[src/rtl/result_drain.sv]
// result_drain
//   Captures the full ROWS x ACC_W result vector from the mesh array in one cycle on a
//   capture pulse, then streams it out one row per beat over valid/ready. Each row is
//   requantized to OUT_W bits (rounding arithmetic right shift, then signed saturation).
//   Capturing into a local buffer frees the array for its next job while the host drains.
//
// Ports
//   clk          clock, rising edge
//   rst          synchronous active-high reset
//   capture      1-cycle pulse, result_flat and shift valid this cycle
//   result_flat  signed results, row r at [r*ACC_W +: ACC_W]
//   shift        right-shift amount, sampled with capture
//   out_valid    out_data/out_row/out_last valid
//   out_ready    consumer accepts beat when out_valid && out_ready
//   out_data     requantized signed row value (registered)
//   out_row      row index of current beat
//   out_last     high on the beat of row ROWS-1
//   busy         buffer holds undrained rows
//   drop         1-cycle pulse, capture ignored because busy

module result_drain #(
    parameter int ROWS    = 8,
    parameter int ROW_W   = 3,
    parameter int ACC_W   = 16,
    parameter int OUT_W   = 8,
    parameter int SHIFT_W = 4
) (
    input  logic                  clk,
    input  logic                  rst,
    input  logic                  capture,
    input  logic [ROWS*ACC_W-1:0] result_flat,
    input  logic [SHIFT_W-1:0]    shift,
    output logic                  out_valid,
    input  logic                  out_ready,
    output logic [OUT_W-1:0]      out_data,
    output logic [ROW_W-1:0]      out_row,
    output logic                  out_last,
    output logic                  busy,
    output logic                  drop
);

    localparam logic ST_IDLE   = 1'b0;
    localparam logic ST_STREAM = 1'b1;

    localparam logic [ROW_W-1:0] LAST_ROW = ROW_W'(ROWS - 1);

    localparam logic signed [ACC_W:0] SAT_MAX = (ACC_W + 1)'((1 << (OUT_W - 1)) - 1);
    localparam logic signed [ACC_W:0] SAT_MIN = ~SAT_MAX;

    logic                  state_q;
    logic [ROWS*ACC_W-1:0] buf_q;
    logic [SHIFT_W-1:0]    shift_q;
    logic [OUT_W-1:0]      data_q;
    logic [ROW_W-1:0]      row_q;
    logic                  drop_q;

    logic                  xfer;
    logic                  last_xfer;
    logic                  load;
    logic                  drop_d;
    logic [ROW_W-1:0]      row_inc;
    logic [SHIFT_W-1:0]    shift_clamp;

    // Requantizer datapath
    logic [ACC_W-1:0]        q_src;
    logic [SHIFT_W-1:0]      q_shift;
    logic signed [ACC_W:0]   q_ext;
    logic signed [ACC_W:0]   q_inc;
    logic signed [ACC_W:0]   q_rnd;
    logic signed [ACC_W:0]   q_shd;
    logic [OUT_W-1:0]        q_out;

    assign xfer      = (state_q == ST_STREAM) && out_ready;
    assign last_xfer = xfer && (row_q == LAST_ROW);
    // A capture coinciding with the final transfer is accepted so jobs can run back to back.
    assign load      = capture && ((state_q == ST_IDLE) || last_xfer);
    assign drop_d    = capture && (state_q == ST_STREAM) && !last_xfer;
    assign row_inc   = row_q + ROW_W'(1);

    assign shift_clamp = (int'(shift) > ACC_W - 1) ? SHIFT_W'(ACC_W - 1) : shift;

    // On a load the first beat comes straight from the input vector, since the buffer
    // is only written on the same edge.
    always_comb begin
        q_src   = buf_q[row_inc*ACC_W +: ACC_W];
        q_shift = shift_q;
        if (load) begin
            q_src   = result_flat[ACC_W-1:0];
            q_shift = shift_clamp;
        end

        // One extra bit of headroom so adding the rounding constant cannot wrap.
        q_ext = {q_src[ACC_W-1], q_src};
        q_inc = '0;
        if (q_shift != '0) begin
            q_inc = (ACC_W + 1)'(1) << (q_shift - SHIFT_W'(1));
        end
        q_rnd = q_ext + q_inc;
        q_shd = q_rnd >>> q_shift;

        if (q_shd > SAT_MAX) begin
            q_out = SAT_MAX[OUT_W-1:0];
        end else if (q_shd < SAT_MIN) begin
            q_out = SAT_MIN[OUT_W-1:0];
        end else begin
            q_out = q_shd[OUT_W-1:0];
        end
    end

    always_ff @(posedge clk) begin
        if (rst) begin
            state_q <= ST_IDLE;
            data_q  <= '0;
            row_q   <= '0;
            drop_q  <= 1'b0;
        end else begin
            drop_q <= drop_d;
            if (load) begin
                state_q <= ST_STREAM;
                buf_q   <= result_flat;
                shift_q <= shift_clamp;
                row_q   <= '0;
                data_q  <= q_out;
            end else if (last_xfer) begin
                state_q <= ST_IDLE;
                row_q   <= '0;
            end else if (xfer) begin
                row_q  <= row_inc;
                data_q <= q_out;
            end
        end
    end

    assign out_valid = (state_q == ST_STREAM);
    assign busy      = (state_q == ST_STREAM);
    assign out_data  = data_q;
    assign out_row   = row_q;
    assign out_last  = (row_q == LAST_ROW);
    assign drop      = drop_q;

endmodule
[config.mk]
export PLATFORM = sky130hd
export DESIGN_NAME = result_drain
export DESIGN_NICKNAME = d
export VERILOG_FILES = /design/src/rtl/result_drain.sv
export SDC_FILE = /design/constraint.sdc
export NUM_CORES = 1
export LEC_CHECK = 0
export BUFFER_PORTS_ARGS = -buffer_cell sky130_fd_sc_hd__clkbuf_2
export CORE_MARGIN = 2
export CORE_UTILIZATION = 50
export DETAILED_ROUTE_END_ITERATION = 7
export PLACE_DENSITY = 0.79
export SYNTH_ARGS = -nofsm -noshare
export SYNTH_HDL_FRONTEND = slang
export SYNTH_SLANG_ARGS = --single-unit
[constraint.sdc]
create_clock -name clk -period 14.8 [get_ports clk]
set_input_delay 0.74 -clock clk [delete_from_list [all_inputs] [get_ports clk]]
set_output_delay 0.74 -clock clk [all_outputs]
set_load 0.02 [all_outputs]
# ---- Yosys cells after proc, flatten, opt, wreduce, memory -nomap -nowiden
# Cells that the tools add are included.
dict set report classes {
  n_addsub 3
  magnitude_cmp 2
  n_eq_ne 2
  n_shift 3
  mux 10
  bitwise_logic 2
  reduce_logical 13
}
# cell count
set ops {}
lappend ops {{$shiftx A128 B8 Y16} 1}
lappend ops {{$mux W8} 5}
lappend ops {{$add A16 B17 Y17} 1}
lappend ops {{$gt A17 B8 Y1 const B} 1}
lappend ops {{$lt A17 B8 Y1 const B} 1}
lappend ops {{$mux W17} 1}
lappend ops {{$shl A1 B4 Y17 const A} 1}
lappend ops {{$sshr A17 B4 Y17} 1}
lappend ops {{$mux W16} 1}
lappend ops {{$logic_and A1 B1 Y1} 5}
lappend ops {{$mux W4} 1}
lappend ops {{$reduce_and A2 Y1} 2}
lappend ops {{$reduce_bool A2 Y1} 2}
lappend ops {{$reduce_bool A4 Y1} 1}
lappend ops {{$sub A4 B1 Y4 const B} 1}
lappend ops {{$add A3 B1 Y3 const B} 1}
lappend ops {{$eq A3 B3 Y1 const B} 1}
lappend ops {{$reduce_or A3 Y1} 1}
lappend ops {{$mux W1} 2}
lappend ops {{$ne A2 B1 Y1 const B} 1}
lappend ops {{$not A1 Y1} 2}
lappend ops {{$logic_not A1 Y1} 1}
lappend ops {{$logic_or A1 B1 Y1} 1}
dict set report totals {
  regBits 145
  out_inout_bits 15
  elab_cells 41
}

# ---- Longest topological paths before layout
dict set report depth {
  ltp_word 16
  ltp_mapped 22
  ltp_nobuf 20
}

# ---- Worst setup path before layout
# Ideal clock, no wire load.
dict set report synth_timing {
  kind {reg2reg}
  startpoint {reg row_q[1] (netlist: out_row[1])}
  endpoint {reg buf_q[0] (enable)}
  t_arrival_ns 6.607
  required_ns 14.184
  setup_slack_ns 7.577
  stages_incl_launch_ff 6
  path_buffers 0
  cell_sequence {dfxtp_1 ha_1 ha_1 a21bo_2 nand2_1 nor2_1}
}
dict set report synth_via {
  elab_chain_cells 5
}
# item line
set synth_lines {}
lappend synth_lines {{start: declaration} 54} ;# logic [ROW_W-1:0] row_q;
lappend synth_lines {{start signal: assignment} 128} ;# row_q <= row_inc;
lappend synth_lines {{$eq A3 B3 Y1} -}
lappend synth_lines {{via out_last} 37} ;# output logic out_last,
lappend synth_lines {{$logic_and A1 B1 Y1} 74} ;# assign last_xfer = xfer && (row_q == LAST_ROW);
lappend synth_lines {{$logic_or A1 B1 Y1} 76} ;# assign load = capture && ((state_q == ST_IDLE) || last_xfer);
lappend synth_lines {{$logic_and A1 B1 Y1} 76}
lappend synth_lines {{$reduce_and A2 Y1 (no line)} -}
lappend synth_lines {{end signal: assignment} 120} ;# buf_q <= result_flat;
lappend synth_lines {{end: declaration} 51} ;# logic [ROWS*ACC_W-1:0] buf_q;
# The timed path passes the listed nets, and every way through them passes these cells.
# A chain may end at the register's enable or synchronous reset.

# ---- Worst setup path in the final report
dict set report layout_timing {
  startpoint {reg row_q[0] (netlist: out_row[0])}
  endpoint {reg data_q[5] (netlist: out_data[5])}
}
dict set report layout_via {
  elab_chain_cells 16
  word_cells_on_any_way 24
  cone_classes {add/sub (3); order compare (2); eq/ne (2); shift (3); mux (8); reduce/logical (6)}
}
# item line
set layout_lines {}
lappend layout_lines {{parallel branches: the longest is 16 deep, another holds $add A16 B17 Y17} -}
lappend layout_lines {{end signal: assignment} 123} ;# data_q <= q_out;
lappend layout_lines {{end signal: assignment} 129} ;# data_q <= q_out;
lappend layout_lines {{end: declaration} 53} ;# logic [OUT_W-1:0] data_q;
# Parallel ways; which one is timed is not known. The select of a mux whose other input is x is not followed.

==> metrics.yaml <==
fin_nets: 868
drt_iter0_drc: 400
cellPowerDensity_mw_per_mm2: 120
r2r_start: "out_row[0]$_SDFFE_PP0P_"
ios: 151
yosysTopAreaCellShare: 0.528
wirelength_mm: 17.4
r2r_slack_ns: 7.66
cp.required_ns: 15.12
cp-end-kind: "flop"
rsz0062_at_grt: "false"
startpoint: "out_row[0]$_SDFFE_PP0P_"
synth_ff_type: "edfxtp_1"
dieHeight_um: 127
fin_area_mm2: 0.00896
clk_latency_ns: 0.43
hold_viol: 0
crit_arrival_ns: 7.46
async_flop_share: 0
report.final.setup_viol: 0
slew_headroom: 0.179
fin_skew_ns: 0.0146
cp_max_fo: 35
grt_pass1_vias: 5459
antenna_found_initial: 0
tightest_slew_ns: 1.23
synth_edf_count: 132
first_pass_iters: 7
gp_congestion: 0.937
cts_tree: "yes"
dieArea_mm2: 0.0160
antenna_cells: 0
syn-instance-count: 569
post_drt_via_cell_ratio: 5.90
ys_top_cells_by_area: "edfxtp_1 (53%), mux4_2 (9.9%), mux2i_1 (5.5%)"
grt_use_total: 0.223
maxCapViolations: 0
seq_area_mm2: 0.00423
cts_root_buf: "clkbuf_16"
grt_pass1_wl_mm: 27.7
placed_cell_area_mm2: 0.00842
reg2reg_depth: 19
grt_max_degree: 84
hold_class: "in -> reg"
syn_nets: 724
wire_per_inst_um: 19.1
grt_overflow: 0
hpwl_mm: 12.6
n_fill_cell: 1091
cp-start-kind: "flop"
stdcell_count: 909
start_util: 0.515
holdWs_ns: 0.486
drc: 0
syn_area_per_cell_um2: 13.2
final.min_clock_period_ns: 7.14
area_delta_synth_final_pct: 19.3
whs_path_depth: 1
synth-seq-area-share: 0.562
io_buffers: 150
htree_levels: 4
synth_top_area_cell: "edfxtp_1"
min_from: "result_flat[105]"
cts_hold_buf: 0
clock_sinks: 145
fmaxAchievable_mhz: 140
drive_gt1_frac: 0.319
final_antenna_net_count: 0
path_class: "reg -> reg"
place_inst: 878
die_x_um: 127
via_count: 5361
cts_buffer_depth: 2
period_share: 0.482
power.total_mw: 1.07
synth_area_mm2: 0.00751
multi_input_area_mm2: 0.00313
final.setup.tns_ns: 0
ir_worst_vdd_mv: 0.0777
status: "complete, no violations"
synth.distinct_cells: 66
drv_slew: 0
cts_buffers: 17
cts.clk_slew.worst_paths_ns: 0.06
p_leak_nw: 3.38
fp.coreArea_mm2: 0.0146
post_cts_buffers: 0
rows: 44
synth_warnings: 0
cts_resized: 0
ys_ff_latch: 145
==> layer usage <==
layer	part of all wire	GRT usage	wire [um]	up-vias
met3	0.057	0.0515	993	28
met4	0.018	0.0840	314	0
li1	-	-	-	2539
met5	0	0	0	-
met1	0.42	0.293	7340	2592
met2	0.50	0.363	8760	202
==> flip-flops by register name (all words and copies together) (netlist names) <==
| signal | flops |
|---|---|
| buf_q | 128 |
| out_row | 3 |
| busy | 1 |
| shift_q | 4 |
| out_data | 8 |
| drop | 1 |
==> cell usage in the layout, fill, tap and decap left out, types with 2 or more instances in the layout <==
cell,count
clkbuf_2,150
edfxtp_1,132
nand2_1,43
mux2i_1,41
o21ai_0,39
nor2_1,36
mux4_2,33
a21oi_1,30
a211oi_1,23
ha_1,18
clkbuf_16,17
inv_1,13
dfxtp_1,12
nor3_1,11
or3_1,7
o21a_1,7
nand3_1,7
o211ai_1,6
a31oi_1,6
xnor2_1,6
a21o_1,5
buf_4,5
xor2_1,4
o22ai_1,4
clkinvlp_4,4
nand2b_1,3
nor3b_1,3
nand4_1,3
clkinv_1,3
inv_6,3
nor2b_1,2
o32a_1,2
nor2_4,2
and4_1,2
o21ai_1,2
or4_1,2
o32ai_1,2
a2111oi_0,2
==> worst max-delay path, cell delays in order, from the launching register on <==
cell and delay, ns:
dfxtp_2 0.32, buf_4 0.56, ha_1 0.26, ha_1 0.30
a21boi_1 0.19, nor2_4 0.66, mux2i_2 0.15, inv_1 0.53
nand2_1 0.33, nor2_1 0.20, ha_1 0.31, a21oi_1 0.47
a21oi_1 0.24, o21ai_0 0.51, nand2_1 0.12, a211oi_1 0.69
nand3_1 0.24, a2111oi_4 0.52, o21ai_0 0.18, a211oi_1 0.27
==> final cells by class <==
class                   instances  area share
multi-input cells             381       0.349
well taps                     184      0.0257
flip-flops and latches        145       0.471
inverters                      13     0.00544
clock buffers                  18      0.0479
clock inverters                13      0.0124
repair buffers                155      0.0879
==> Yosys cell counts (all sizes together), types with 2 or more instances <==
library cell	instances
o22ai	4
mux4	33
a21oi	31
dfxtp	13
mux2i	42
a2111oi	3
or4	2
nor3b	3
o21ai	41
a211oi	23
nor2b	2
nand2	43
o221ai	2
nor2	38
o211ai	6
o32ai	2
nor3	11
or4b	2
o32a	2
and4	2
xor2	4
nand2b	3
or3	8
ha	18
buf	12
edfxtp	132
nand3	7
a21o	6
inv	13
a31oi	6
o21a	7
xnor2	7
clkbuf	18
nand4	3
==> where the power goes <==
part	internal (mW)	leakage (nW)	switching (mW)
Clock	0.229	0.252	0.163
Combinational	0.0808	1.80	0.125
Sequential	0.468	1.33	0.00553
Total	0.778	3.38	0.293
==> path summary, 6_finish.rpt <==
check	to
worst max register to register	out_data[5]$_SDFFE_PP0P_
worst min register to register	out_data[4]$_SDFFE_PP0P_
worst max-delay path	out_data[5]$_SDFFE_PP0P_
worst min-delay path	buf_q[105]$_DFFE_PP_
==> through the flow <==
| step | utilization | worst slack, ns |
|---|---|---|
| final | 0.614 | 7.66 |
| after global routing | 0.614 | 7.19 |
| after CTS | 0.614 | 7.75 |
| after detailed placement | 0.577 | 7.83 |
| after global placement | 0.577 | 7.92 |
| after floorplan | - | 7.58 |
==> cell families after synthesis <==
group | count (synthesis) | synth area share
AOI/OAI and AO/OA | 145 | 0.128
buffers and inverters | 43 | 0.0226
muxes | 76 | 0.157
DFF | 145 | 0.562
and+or+nand+nor | 129 | 0.0816
other | 1 | 0.000499
xor gates and xnor gates | 11 | 0.0153
adders and majority gates | 19 | 0.0326
Note: power is estimated with default switching activity, not from simulation.
